### src/rtl/cms_pkg.sv
// rtl/cms_pkg.sv - shared types and register map for the multi-range trace gate
package cms_pkg;

    localparam int CMS_ADDR_W = 64;

    localparam logic [7:0] CTRL_START_EN       = 8'd0;
    localparam logic [7:0] CTRL_END_EN         = 8'd1;
    localparam logic [7:0] CTRL_START_ADDR     = 8'd2;
    localparam logic [7:0] CTRL_END_ADDR       = 8'd3;
    localparam logic [7:0] CTRL_REARM          = 8'd4;
    localparam logic [7:0] CTRL_TLAST_INTERVAL = 8'd5;
    localparam logic [7:0] CTRL_RETRIGGER_EN   = 8'd6;
    localparam logic [7:0] CTRL_CLEAR_DROPS    = 8'd7;
    localparam logic [7:0] CTRL_RANGE_BASE     = 8'd16;

    localparam int RANGE_LOWER  = 0;
    localparam int RANGE_UPPER  = 1;
    localparam int RANGE_ENABLE = 2;
    localparam int RANGE_MODE   = 3;

    localparam logic [31:0] WFI_INSTRUCTION = 32'h0000_0001;

    typedef enum logic [1:0] {
        TRACE_ARMED   = 2'd0,
        TRACE_TRACING = 2'd1,
        TRACE_ENDED   = 2'd2,
        TRACE_HALTED  = 2'd3
    } trace_state_e;

    typedef enum logic {
        RANGE_INCLUDE = 1'b0,
        RANGE_EXCLUDE = 1'b1
    } range_mode_e;

    typedef struct packed {
        logic [CMS_ADDR_W-1:0] lower;
        logic [CMS_ADDR_W-1:0] upper;
        logic                  enable;
        range_mode_e           mode;
    } range_t;

    // Each range owns a block of four consecutive control addresses.
    function automatic logic [7:0] range_reg_addr(input int idx, input int field);
        return 8'(int'(CTRL_RANGE_BASE) + 4 * idx + field);
    endfunction

endpackage

### src/rtl/cms_stream_fifo.sv
// rtl/cms_stream_fifo.sv - synchronous FIFO with stream read side and occupancy level
module cms_stream_fifo #(
    parameter int DATA_W = 96,
    parameter int DEPTH  = 16,
    localparam int AW    = $clog2(DEPTH),
    localparam int LW    = AW + 1
) (
    input  logic              clk,
    input  logic              rst_n,
    input  logic [DATA_W-1:0] s_tdata,
    input  logic              s_tlast,
    input  logic              s_tvalid,
    output logic              s_tready,
    output logic [DATA_W-1:0] m_tdata,
    output logic              m_tlast,
    output logic              m_tvalid,
    input  logic              m_tready,
    output logic [LW-1:0]     level
);

    logic [DATA_W:0] mem [DEPTH];
    logic [AW-1:0]   wr_ptr;
    logic [AW-1:0]   rd_ptr;
    logic [LW-1:0]   level_q;
    logic            full;
    logic            push;
    logic            pop;

    assign full     = (level_q == LW'(DEPTH));
    assign m_tvalid = (level_q != '0);
    assign pop      = m_tvalid && m_tready;
    // A full FIFO still accepts when the head leaves in the same cycle.
    assign s_tready = !full || pop;
    assign push     = s_tvalid && s_tready;
    assign level    = level_q;

    assign {m_tlast, m_tdata} = m_tvalid ? mem[rd_ptr] : '0;

    always_ff @(posedge clk) begin
        if (push) begin
            mem[wr_ptr] <= {s_tlast, s_tdata};
        end
    end

    always_ff @(posedge clk or negedge rst_n) begin
        if (!rst_n) begin
            wr_ptr  <= '0;
            rd_ptr  <= '0;
            level_q <= '0;
        end else begin
            if (push) begin
                wr_ptr <= wr_ptr + AW'(1);
            end
            if (pop) begin
                rd_ptr <= rd_ptr + AW'(1);
            end
            case ({push, pop})
                2'b10:   level_q <= level_q + LW'(1);
                2'b01:   level_q <= level_q - LW'(1);
                default: level_q <= level_q;
            endcase
        end
    end

endmodule

### src/rtl/cms_multi_range_trace_gate.sv
// rtl/cms_multi_range_trace_gate.sv - range and trigger filtered trace gate with stream output
module cms_multi_range_trace_gate
    import cms_pkg::*;
#(
    parameter int XLEN                                = 64,
    parameter int NUM_RANGES                          = 4,
    parameter int FIFO_DEPTH                          = 16,
    parameter int CTRL_WRITE_ENABLE_POSEDGE_TRIGGERED = 1
) (
    input  logic                          clk,
    input  logic                          rst_n,
    input  logic [31:0]                   instr,
    input  logic [XLEN-1:0]               pc,
    input  logic                          pc_valid,
    output logic                          M_AXIS_tvalid,
    input  logic                          M_AXIS_tready,
    output logic [XLEN+31:0]              M_AXIS_tdata,
    output logic                          M_AXIS_tlast,
    input  logic [7:0]                    ctrl_addr,
    input  logic [63:0]                   ctrl_wdata,
    input  logic                          ctrl_write_enable,
    output logic [1:0]                    trace_state,
    output logic [31:0]                   dropped_count,
    output logic [$clog2(FIFO_DEPTH):0]   fifo_level
);

    logic                  ctrl_we_q;
    logic                  ctrl_fire;
    logic                  rearm;
    logic                  clear_drops;

    logic                  start_en;
    logic                  end_en;
    logic                  retrigger_en;
    logic [XLEN-1:0]       start_addr;
    logic [XLEN-1:0]       end_addr;
    logic [31:0]           tlast_interval;
    range_t                ranges [NUM_RANGES];

    trace_state_e          state_q;
    trace_state_e          state_d;
    logic                  gate_open;
    logic                  is_wfi;
    logic                  start_hit;
    logic                  end_hit;

    logic [CMS_ADDR_W-1:0] pc_ext;
    logic [NUM_RANGES-1:0] incl_en;
    logic [NUM_RANGES-1:0] incl_hit;
    logic [NUM_RANGES-1:0] excl_hit;
    logic                  in_range;

    logic                  admit;
    logic                  fifo_ready;
    logic                  push_ok;
    logic                  drop;
    logic                  last_beat;
    logic [31:0]           beat_count;

    // Edge mode fires once per rising edge; level mode fires every high cycle.
    always_ff @(posedge clk or negedge rst_n) begin
        if (!rst_n) begin
            ctrl_we_q <= 1'b0;
        end else begin
            ctrl_we_q <= ctrl_write_enable;
        end
    end

    assign ctrl_fire   = ctrl_write_enable &&
                         ((CTRL_WRITE_ENABLE_POSEDGE_TRIGGERED == 0) || !ctrl_we_q);
    assign rearm       = ctrl_fire && (ctrl_addr == CTRL_REARM);
    assign clear_drops = ctrl_fire && (ctrl_addr == CTRL_CLEAR_DROPS);

    always_ff @(posedge clk or negedge rst_n) begin
        if (!rst_n) begin
            start_en       <= 1'b0;
            end_en         <= 1'b0;
            retrigger_en   <= 1'b0;
            start_addr     <= '0;
            end_addr       <= '1;
            tlast_interval <= '0;
            for (int i = 0; i < NUM_RANGES; i++) begin
                ranges[i].lower  <= '0;
                ranges[i].upper  <= '1;
                ranges[i].enable <= 1'b0;
                ranges[i].mode   <= RANGE_INCLUDE;
            end
        end else if (ctrl_fire) begin
            case (ctrl_addr)
                CTRL_START_EN:       start_en       <= ctrl_wdata[0];
                CTRL_END_EN:         end_en         <= ctrl_wdata[0];
                CTRL_START_ADDR:     start_addr     <= XLEN'(ctrl_wdata);
                CTRL_END_ADDR:       end_addr       <= XLEN'(ctrl_wdata);
                CTRL_TLAST_INTERVAL: tlast_interval <= ctrl_wdata[31:0];
                CTRL_RETRIGGER_EN:   retrigger_en   <= ctrl_wdata[0];
                default: ;
            endcase
            for (int i = 0; i < NUM_RANGES; i++) begin
                if (ctrl_addr == range_reg_addr(i, RANGE_LOWER)) begin
                    ranges[i].lower <= ctrl_wdata;
                end
                if (ctrl_addr == range_reg_addr(i, RANGE_UPPER)) begin
                    ranges[i].upper <= ctrl_wdata;
                end
                if (ctrl_addr == range_reg_addr(i, RANGE_ENABLE)) begin
                    ranges[i].enable <= ctrl_wdata[0];
                end
                if (ctrl_addr == range_reg_addr(i, RANGE_MODE)) begin
                    ranges[i].mode <= range_mode_e'(ctrl_wdata[0]);
                end
            end
        end
    end

    assign pc_ext = CMS_ADDR_W'(pc);

    for (genvar g = 0; g < NUM_RANGES; g++) begin : g_range
        logic hit;
        assign hit         = (pc_ext >= ranges[g].lower) && (pc_ext <= ranges[g].upper);
        assign incl_en[g]  = ranges[g].enable && (ranges[g].mode == RANGE_INCLUDE);
        assign incl_hit[g] = incl_en[g] && hit;
        assign excl_hit[g] = ranges[g].enable && (ranges[g].mode == RANGE_EXCLUDE) && hit;
    end

    // With no include range enabled the include side passes everything.
    assign in_range  = (!(|incl_en) || (|incl_hit)) && !(|excl_hit);

    assign is_wfi    = (instr == WFI_INSTRUCTION);
    assign start_hit = (pc == start_addr);
    assign end_hit   = end_en && (pc == end_addr);

    always_ff @(posedge clk or negedge rst_n) begin
        if (!rst_n) begin
            state_q <= TRACE_ARMED;
        end else begin
            state_q <= state_d;
        end
    end

    always_comb begin
        state_d = state_q;
        if (rearm) begin
            state_d = TRACE_ARMED;
        end else begin
            case (state_q)
                TRACE_ARMED: begin
                    if (pc_valid && gate_open) begin
                        if (is_wfi) begin
                            state_d = TRACE_HALTED;
                        end else if (start_en && start_hit) begin
                            state_d = TRACE_TRACING;
                        end
                    end
                end
                TRACE_TRACING: begin
                    if (pc_valid) begin
                        if (is_wfi) begin
                            state_d = TRACE_HALTED;
                        end else if (end_hit) begin
                            state_d = TRACE_ENDED;
                        end
                    end
                end
                TRACE_ENDED: begin
                    if (retrigger_en) begin
                        state_d = TRACE_ARMED;
                    end
                end
                default: state_d = state_q;
            endcase
        end
    end

    always_comb begin
        gate_open = 1'b0;
        case (state_q)
            TRACE_ARMED:   gate_open = !start_en || start_hit;
            TRACE_TRACING: gate_open = 1'b1;
            default:       gate_open = 1'b0;
        endcase
    end

    assign trace_state = state_q;

    assign admit     = pc_valid && gate_open && in_range;
    assign push_ok   = admit && fifo_ready;
    assign drop      = admit && !fifo_ready;
    assign last_beat = is_wfi ||
                       ((tlast_interval != 32'd0) && (beat_count == tlast_interval - 32'd1));

    // Only packets that actually enter the FIFO advance packetisation.
    always_ff @(posedge clk or negedge rst_n) begin
        if (!rst_n) begin
            beat_count <= '0;
        end else if (rearm) begin
            beat_count <= '0;
        end else if (push_ok) begin
            beat_count <= last_beat ? 32'd0 : beat_count + 32'd1;
        end
    end

    always_ff @(posedge clk or negedge rst_n) begin
        if (!rst_n) begin
            dropped_count <= '0;
        end else if (clear_drops) begin
            dropped_count <= '0;
        end else if (drop && (dropped_count != 32'hFFFF_FFFF)) begin
            dropped_count <= dropped_count + 32'd1;
        end
    end

    cms_stream_fifo #(
        .DATA_W (XLEN + 32),
        .DEPTH  (FIFO_DEPTH)
    ) u_fifo (
        .clk      (clk),
        .rst_n    (rst_n),
        .s_tdata  ({pc, instr}),
        .s_tlast  (last_beat),
        .s_tvalid (admit),
        .s_tready (fifo_ready),
        .m_tdata  (M_AXIS_tdata),
        .m_tlast  (M_AXIS_tlast),
        .m_tvalid (M_AXIS_tvalid),
        .m_tready (M_AXIS_tready),
        .level    (fifo_level)
    );

endmodule

### config.mk
export PLATFORM = sky130hd
export DESIGN_NAME = cms_multi_range_trace_gate
export DESIGN_NICKNAME = d
export VERILOG_FILES = /design/src/rtl/cms_pkg.sv /design/src/rtl/cms_stream_fifo.sv /design/src/rtl/cms_multi_range_trace_gate.sv
export SDC_FILE = /design/constraint.sdc
export NUM_CORES = 2
export LEC_CHECK = 0
export CELL_PAD_IN_SITES_DETAIL_PLACEMENT = 0
export CELL_PAD_IN_SITES_GLOBAL_PLACEMENT = 1
export CORE_MARGIN = 4
export CORE_UTILIZATION = 49
export DETAILED_ROUTE_END_ITERATION = 6
export DONT_BUFFER_PORTS = 1
export PLACE_DENSITY_LB_ADDON = 0.1
export SLEW_MARGIN = 20
export SYNTH_ARGS = -nofsm -noshare
export SYNTH_HDL_FRONTEND = slang
export SYNTH_HIERARCHICAL = 1
export SYNTH_SLANG_ARGS = --single-unit
### constraint.sdc
create_clock -name clk -period 14.24 [get_ports clk]
set_clock_uncertainty 0.15 [all_clocks]
set_input_delay 2.848 -clock clk [delete_from_list [all_inputs] [get_ports clk]]
set_output_delay 2.848 -clock clk [all_outputs]
set_load 0.02 [all_outputs]
==> flow_summary_export.csv <==
group,metric,value,unit
clocking,cts_buffer_depth,3,
drt,route.detailed.drc,0,
timing,setup_ws,4.49,ns
clocking,cts_buffers,236,
timing,period_needed,9.75,ns
drt,vias_per_cell,5.85,
floorplan,num_rows,168,
yosys,synth_cells,7123,
layout,layout-drive-gt1-share,0.197,
clocking,ctsResizeCount,0,
setup_path,cp.arrival,10.08,ns
timing,holdWs,0.352,ns
place,place_area,0.106,mm^2
timing,relSlewSlack,0.123,
yosys,synth.avg_cell_area,14.5,um^2
grt,grt_overflow,0,
drt,routed_wirelength,280,mm
place,dpl.hpwl,172,mm
clocking,htree_levels,4,
setup_path,crit_fanout,49,
setup_path,crit_required,14.57,ns
place,gp_congestion,0.852,
layout,fillers,17100,
yosys,yosysSeqAreaShare,0.639,
layout,nets,7794,
yosys,synthesis.area,0.103,mm^2
grt,grt_pass1_wl,411,mm
min_path,min_path_type,"flop to flop",
timing,grt_setup_unrepaired,"false",
yosys,synth_edf_count,1552,
clocking,clk_latency,0.87,ns
drt,first_pass_iters,5,
grt,antenna_found_initial,13,
layout,final-seq-area,0.0661,mm^2
power_and_ir_drop,ir_drop,0.190,mV
timing,setup_viol,0,
yosys,synthFlopType,"edfxtp_1",
clocking,clockRootBuffer,"clkbuf_16",
power_and_ir_drop,power_leakage,44.1,nW
drt,dr.first_iter.drc_count,4727,
layout,multi_input_area,0.0341,mm^2
yosys,synth_warnings,6,
layout,layout.cells.non_filler,10100,
floorplan,initial_core_util,0.493,
setup_path,crit_type,"input pin to flop",
timing,finalHoldViolCount,0,
timing,maxSlewViolCount,0,
yosys,synth.distinct_cells,80,
layout,areaGrowthSynthToFinish,10.6,%
floorplan,die_area,0.219,mm^2
clocking,cts_tree,"done",
floorplan,die-width,467,um
clocking,clk_pin_slew_worst_paths,0.06,ns
clocking,cts_sinks,2315,
place,dp.cells,9657,
yosys,ys_async_sr_fraction,0.330,
drt,wl_per_cell,27.6,um
grt,grt_usage,0.256,
place,io_buffers,0,
yosys,ys_seq_elements,2315,
setup_path,critPathLaunchType,"input pin",
timing,fmax,0.103,GHz
timing,finalCritPeriodShare,0.684,
run_status,status,"completed",
layout,final_core_util,0.545,
yosys,syn-num-nets,7823,
grt,grt_pass1_vias,59900,
flow_run,maxCapViolCount,0,
timing,tightest_slew,1.32,ns
grt,grt_max_degree,764,
setup_path,worst_setup_path_end_kind,"flop",
clocking,hold_buffers,0,
clocking,cts_setup_buffers,0,
place,place_ws,3.57,ns
floorplan,die_h,467,um
power_and_ir_drop,power_density,165,mW/mm^2
floorplan,core_region_area,0.210,mm^2
floorplan,io_pins,310,
drt,routed-via-count,59200,
layout,stdcell_area,0.114,mm^2
drt,antenna_left,0,
[final timing paths]
path / start / end / slack, ns / cells past startpoint
setup / recovery: pc[0] / u_fifo/mem[11][83] / 4.49 / 16
hold / removal: ranges[285] / ranges[285] / 0.35 / 2
setup reg to reg: ranges[225] / u_fifo/mem[11][83] / 6.33 / 16
hold reg to reg: ranges[285] / ranges[285] / 0.35 / 2
max in group asynchronous: rst_n / dropped_count[2] / 10.27 / 2
min in group asynchronous: rst_n / ranges[363] / 1.57 / 0
[placed cells by master (no fill, tap or decap), drive strengths merged, types with 91 or more instances in the layout]
master	n
nand4	127
edfxtp	1552
o21ai	561
dfrtp	443
clkinv	91
nand2	631
mux4	386
ha	526
nor2b	114
clkbuf	318
xnor2	120
inv	556
a21oi	259
mux2i	106
nor2	136
mux2	248
dfstp	320
a221o	103
[synthesized netlist by cell type (15+ instances only)]
master | instances | area share
nor3_1 | 32 | 0.0015
nor2_1 | 136 | 0.0049
a31oi_1 | 15 | 0.00091
a21o_1 | 54 | 0.0039
o211ai_1 | 17 | 0.0012
nand2_1 | 630 | 0.023
mux2i_1 | 106 | 0.010
mux2_2 | 245 | 0.027
or3_1 | 20 | 0.0012
edfxtp_1 | 1552 | 0.45
nor4_1 | 63 | 0.0038
nor2b_1 | 114 | 0.0069
o21ai_0 | 555 | 0.027
or4_1 | 16 | 0.0012
buf_1 | 15 | 0.00054
a21oi_1 | 259 | 0.013
nand2b_1 | 19 | 0.0011
nand3_1 | 90 | 0.0044
ha_1 | 526 | 0.064
xor2_1 | 50 | 0.0042
a221o_1 | 103 | 0.010
nand4_1 | 127 | 0.0077
nand3b_1 | 23 | 0.0017
xnor2_1 | 120 | 0.010
a221oi_1 | 21 | 0.0018
mux4_2 | 386 | 0.084
buf_2 | 53 | 0.0026
and3_1 | 25 | 0.0015
inv_1 | 551 | 0.020
dfstp_2 | 320 | 0.081
clkbuf_1 | 271 | 0.0098
dfrtp_1 | 443 | 0.11
a211oi_1 | 19 | 0.0014
[worst max-delay path: stages]
cell and delay, ns:
inv_1 0.41, ha_1 0.32, nand2b_1 0.13, a2111oi_0 0.39
or4_1 0.18, o211ai_1 0.19, a31oi_1 0.92, o31ai_2 0.37
a41oi_1 0.31, o31ai_1 0.12, or4b_1 0.78, inv_2 0.45
o21ai_1 0.30, nor3b_1 0.48, and2_4 0.87, buf_4 0.89
[through the flow]
| step | TNS, ns | power, W |
|---|---|---|
| after global routing | 0 | 0.0196 |
| after global placement | 0 | 0.0127 |
| final | 0 | 0.0188 |
| after floorplan | -622.91 | 0.0114 |
| after detailed placement | 0 | 0.0128 |
| after CTS | 0 | 0.0190 |
[flip-flops by register name (all words and copies together), names as in the netlist, 4 cells and up]
| signal | cells |
|---|---|
| end_addr | 64 |
| start_addr | 64 |
| ranges | 520 |
| beat_count | 32 |
| u_fifo/level | 5 |
| u_fifo/mem | 1552 |
| u_fifo/rd_ptr | 4 |
| u_fifo/wr_ptr | 4 |
| tlast_interval | 32 |
| dropped_count | 32 |
[layout make-up]
type,instances,share of cell area
sequential,2315,0.578
multi-input combinational,3911,0.298
clock buffer,318,0.0564
clock inverter,125,0.0123
tap,2805,0.0307
timing repair buffer,77,0.00619
antenna,9,0.000197
inverter,553,0.0181
[report_power, final]
part	total, W	internal, W	leakage [nW]	switching [W]
registers	0.00802	0.00776	22.2	0.000266
logic	0.00457	0.00181	18.0	0.00276
clock network	0.00623	0.00360	3.82	0.00263
[layer usage]
| metal | global-route usage | routed length [um] | vias up |
|---|---|---|---|
| li1 | - | - | 26600 |
| met1 | 0.352 | 121000 | 30800 |
| met2 | 0.424 | 135000 | 1399 |
| met3 | 0.0506 | 16400 | 348 |
| met4 | 0.0620 | 6550 | 0 |
| met5 | 0 | 0 | - |
[kinds of logic after synthesis]
| logic type | count (synthesis) | share of synthesized area |
|---|---|---|
| fa+ha+maj | 527 | 0.0638 |
| compound gates | 1121 | 0.0647 |
| buf+inv | 897 | 0.0334 |
| mux | 740 | 0.121 |
| flops | 2315 | 0.639 |
| simple gates | 1353 | 0.0635 |
| xor+xnor | 170 | 0.0144 |
No activity file was read; power rests on OpenSTA's default activity.
